`src/rtl/conv_seq_ctrl.sv`:
```
// conv_seq_ctrl: sequences clear/write/read/flush/output strobes and kernel address for the conv array
module conv_seq_ctrl #(
    parameter int R_F      = 3,
    parameter int C_F      = 3,
    parameter int In_Add_W = 4,
    parameter int MAC_LAT  = 1
) (
    input  logic                clk,
    input  logic                rst,
    input  logic                start,
    input  logic                hold,
    input  logic                abort,
    output logic                clk_en,
    output logic                clr,
    output logic                en_wr,
    output logic                en_rd,
    output logic                wr,
    output logic                en_MAC,
    output logic                en_MAC_out,
    output logic [In_Add_W-1:0] addr,
    output logic                busy,
    output logic                done,
    output logic                y_valid
);
    localparam int K  = R_F * C_F;
    localparam int CW = In_Add_W > 4 ? In_Add_W : 4;
    localparam logic [CW-1:0] K_LAST = CW'(K - 1);
    localparam logic [CW-1:0] F_LAST = CW'(MAC_LAT > 0 ? MAC_LAT - 1 : 0);

    typedef enum logic [2:0] {S_IDLE, S_CLR, S_WRITE, S_READ, S_FLUSH, S_OUT, S_DONE} state_t;

    state_t st_q, st_d;
    logic [CW-1:0] cnt_q, cnt_d;
    logic frz;
    logic clk_en_q, clr_q, en_wr_q, en_rd_q, wr_q, en_mac_q, en_mac_out_q, busy_q, done_q, y_valid_q;
    logic [In_Add_W-1:0] addr_q;

    // next step: start only from IDLE, then abort beats hold, hold freezes, otherwise advance the schedule
    always_comb begin
        st_d  = st_q;
        cnt_d = cnt_q;
        frz   = 1'b0;
        if (st_q == S_IDLE) begin
            if (start) begin
                st_d  = S_CLR;
                cnt_d = '0;
            end
        end else if (abort) begin
            st_d  = S_IDLE;
            cnt_d = '0;
        end else if (hold) begin
            frz = 1'b1;
        end else begin
            case (st_q)
                S_CLR: begin
                    st_d  = S_WRITE;
                    cnt_d = '0;
                end
                S_WRITE: begin
                    st_d  = cnt_q == K_LAST ? S_READ : S_WRITE;
                    cnt_d = cnt_q == K_LAST ? '0 : cnt_q + CW'(1);
                end
                S_READ: begin
                    st_d  = cnt_q != K_LAST ? S_READ : (MAC_LAT > 0 ? S_FLUSH : S_OUT);
                    cnt_d = cnt_q == K_LAST ? '0 : cnt_q + CW'(1);
                end
                S_FLUSH: begin
                    st_d  = cnt_q == F_LAST ? S_OUT : S_FLUSH;
                    cnt_d = cnt_q == F_LAST ? '0 : cnt_q + CW'(1);
                end
                S_OUT:   st_d = S_DONE;
                default: st_d = S_IDLE;
            endcase
        end
    end

    // state plus Moore outputs decoded from the step being entered; a freeze blanks strobes but keeps wr/addr
    always_ff @(posedge clk) begin
        if (rst) begin
            st_q         <= S_IDLE;
            cnt_q        <= '0;
            clk_en_q     <= 1'b0;
            clr_q        <= 1'b0;
            en_wr_q      <= 1'b0;
            en_rd_q      <= 1'b0;
            wr_q         <= 1'b0;
            en_mac_q     <= 1'b0;
            en_mac_out_q <= 1'b0;
            addr_q       <= '0;
            busy_q       <= 1'b0;
            done_q       <= 1'b0;
            y_valid_q    <= 1'b0;
        end else begin
            st_q         <= st_d;
            cnt_q        <= cnt_d;
            clk_en_q     <= st_d != S_IDLE && !frz;
            clr_q        <= st_d == S_CLR && !frz;
            en_wr_q      <= st_d == S_WRITE && !frz;
            en_rd_q      <= st_d == S_READ && !frz;
            en_mac_q     <= (st_d == S_READ || st_d == S_FLUSH) && !frz;
            en_mac_out_q <= st_d == S_OUT && !frz;
            done_q       <= st_d == S_DONE && !frz;
            busy_q       <= st_d != S_IDLE;
            wr_q         <= frz ? wr_q : st_d == S_WRITE;
            addr_q       <= frz ? addr_q : (st_d == S_WRITE || st_d == S_READ) ? cnt_d[In_Add_W-1:0] : '0;
            y_valid_q    <= st_d == S_DONE ? 1'b1 : (st_q == S_IDLE && start) || (st_q != S_IDLE && abort) ? 1'b0 : y_valid_q;
        end
    end

    assign clk_en     = clk_en_q;
    assign clr        = clr_q;
    assign en_wr      = en_wr_q;
    assign en_rd      = en_rd_q;
    assign wr         = wr_q;
    assign en_MAC     = en_mac_q;
    assign en_MAC_out = en_mac_out_q;
    assign addr       = addr_q;
    assign busy       = busy_q;
    assign done       = done_q;
    assign y_valid    = y_valid_q;
endmodule

```
`config.mk`:
```
export PLATFORM = sky130hd
export DESIGN_NAME = conv_seq_ctrl
export DESIGN_NICKNAME = d
export VERILOG_FILES = /design/src/rtl/conv_seq_ctrl.sv
export SDC_FILE = /design/constraint.sdc
export NUM_CORES = 1
export LEC_CHECK = 0
export ABC_CLOCK_PERIOD_IN_PS = 4300
export CORE_UTILIZATION = 51
export DETAILED_ROUTE_END_ITERATION = 7
export PLACE_DENSITY = 0.85
export SLEW_MARGIN = 10
export SYNTH_ARGS = -nofsm -noshare
export SYNTH_HDL_FRONTEND = slang
export SYNTH_SLANG_ARGS = --single-unit
```
`constraint.sdc`:
```
create_clock -name clk -period 4.3 [get_ports clk]
set_input_delay 0.43 -clock clk [delete_from_list [all_inputs] [get_ports clk]]
set_output_delay 0.43 -clock clk [all_outputs]
set_load 0.05 [all_outputs]
```
==> summary.txt <==
status: complete, no violations
final hold violation count: 0
I/O pins: 19
startpoint types: input pin
H-tree lvl count: 1
Mapped Nets: 129
final cycle utilization of the critical path: 0.512
Slew Limit Headroom: 0.467
Mapped Area: 1080 sq um
via count: 992
Achievable Freq: 454 MHz
Post-Route Setup TNS: 0 ns
Synth Area in XOR/XNOR: 0.0162
clock-pin transition on the worst setup and hold timing paths: 0.12 ns
DR vias/cell: 6.01
Die Span Y: 48.0 microns
Leak: 0.477 nW
Total Routing Usage GR: 0.220
CTS sink cnt: 21
PostCTS Resize Cnt: 0
row count: 16
PD cells: 272 nW/um^2
Synth Area in Compound Gates: 0.198
max cap viols: 0
Core Region: 1980 sq um
# DRC: 0
EDFF count, synth: 0
distinct cell type count after synthesis: 41
Final Setup Violations: 0
Setup CP Type: in2reg
Post-Route WL: 2280 microns
GP Congestion: 0.834
RSZ-0062 raised after global routing: false
proportion of layout cells with a drive suffix above 1: 0.0580
post-synthesis cell count: 122
Reg2Reg Launch Point: cnt_q[0]
First-pass DRT Iterations: 4
Crit. End Element: flip-flop
first-pass GRT wire length: 3550 microns
pre-CTS setup slack: 1.80 ns
sequential fraction of the synthesis area: 0.389
clock share of power: 0.270
# diodes: 0
multiplexer share of the synthesized area: 0.00926
synthesized area per cell: 8.86 sq um
grt ovf: 0
Yosys reg bits: 21
Worst R2R End: wr
Port Buf Inserts: 18
clock skew: 0.00386 ns
post-route setup slack: 2.10 ns
Die X: 48.0 microns
initial antenna violation count: 0
Max Slew Vio Count: 0
Worst R2R Path Depth: 7
CP Data Required Time: 4.54 ns
vias in the first global route: 847
CTS Buffer Depth: 2
DRT iter0 DRCs: 22
Setup crit end: y_valid
Pint: 0.000253 W
critical path launch point: hold
nets: 146
Setup Fix Bufs, Post-CTS: 0
CTS tree: done
CTS buffer count: 3
hold_ws: 0.471 ns
Starting Density: 0.545
commonest non-fill, non-tap cell in the layout: dfxtp_1
Switching Fraction: 0.282
Detail Route Antenna Nets: 0
sequential power share: 0.577
worst skew pair latency: 0.31 ns
Die ar.: 2310 sq um
Yosys Warn Count: 0
ys flop type: dfxtp_1
crit path time final: 2.20 ns
most frequent cells in the layout: 21 x dfxtp_1, 18 x clkdlybuf4s50_1, 14 x nor2_1
P&R area growth vs syn: 19.8%
Worst Max-Slew Pin Slew: 0.793 ns
hold crit path type: reg2reg
largest family of logic cells by synthesized area: simple AND/OR/NAND/NOR gates
Worst Path Max Fanout: 15
root buffer cell: clkbuf_4
Post-Synth Adder-Cell Area: 0.0231
FFs w/ async S/R, synth: 0
largest net degree at the start of global routing: 17
Peak VDD IR: 0.000252 V
Simple-Gate Fraction of Synth Area: 0.318
post-DP HPWL: 1630 microns
WP data arrival: 2.44 ns
R2R setup slack: 2.24 ns
hold buffer count at cts: 0
NetSw: 0.0000994 W
routed len/inst: 13.8 microns
Logic pwr share: 0.154
-- synth_stat cells, types with 3 or more instances --
cell     count  share of area
or3_1        3          0.017
nor2b_1      5          0.029
a21oi_1      4          0.019
nor3_1       5          0.023
inv_1        6          0.021
buf_2        4          0.019
dfxtp_1     21           0.39
a21o_1       3          0.021
nor4b_1      3          0.024
nand2_1      6          0.021
nor2_1      14          0.049
nor4_1       5          0.029
a22o_1       4          0.032
-- worst max-delay path, cell delays in order --
cell and delay (ns):
clkdlybuf4s50_1 0.66, nor2b_1 0.32, nor2_1 0.10, or3_1 0.40
or3_1 0.41, a21oi_1 0.13
-- metrics by stage --
stage / cell area (sq um) / std cells / power [W] / util
5_1_grt: 1290 / 165 / 0.000366 / 0.653
6_report: 1290 / 165 / 0.000352 / 0.653
3_3_place_gp: 1270 / 161 / 0.000260 / 0.640
2_1_floorplan: 1080 / 122 / 0.000245 / -
3_5_place_dp: 1270 / 161 / 0.000261 / 0.640
4_1_cts: 1290 / 165 / 0.000352 / 0.653
-- state kept, by name, indices dropped and copies added (netlist names) --
name,count
clr,1
en_MAC,1
cnt_q,4
y_valid,1
en_wr,1
addr,4
wr,1
done,1
busy,1
clk_en,1
en_rd,1
st_q,3
en_MAC_out,1
-- power groups by stage --
stage	combinational, W	clock [W]	sequential (W)
floorplan	0.0000291	0	0.000216
global placement	0.0000526	0	0.000207
detailed placement	0.0000535	0	0.000208
CTS	0.0000541	0.0000952	0.000203
global route	0.0000588	0.000103	0.000204
finish	0.0000543	0.0000950	0.000203
-- cells by family after synthesis --
group,after synthesis
compound gates,26
xor+xnor,2
fa+ha+maj,2
buf+inv,12
flops,21
mux,1
simple gates,58
-- metal layers --
layer  vias up  track usage  routed length [microns]
li1        484            -                        -
met1       483        0.269                     1020
met2        21        0.365                     1150
met3         4       0.0717                       78
met4         0       0.0667                       29
met5         -            0                        0
-- layout make-up --
| type | count | area, sq um |
|---|---|---|
| clock buffer | 3 | 22.5 |
| clock inverter | 1 | 5.00 |
| fill | 156 | 687 |
| inverter | 6 | 22.5 |
| multi-input combinational | 89 | 611 |
| sequential | 21 | 420 |
| tap | 27 | 33.8 |
| timing repair buffer | 18 | 180 |
-- worst min path at each step --
stage | startpoint | endpoint | slack (ns) | depth (start not counted)
floorplan | rst | en_wr | 0.52 | 1
global route | addr[1] | addr[1] | 0.49 | 2
finish | addr[1] | addr[1] | 0.47 | 2
global placement | wr | wr | 0.44 | 1
detailed placement | addr[1] | addr[1] | 0.45 | 2
CTS | addr[1] | addr[1] | 0.47 | 2
(Power assumes the default switching activity.)
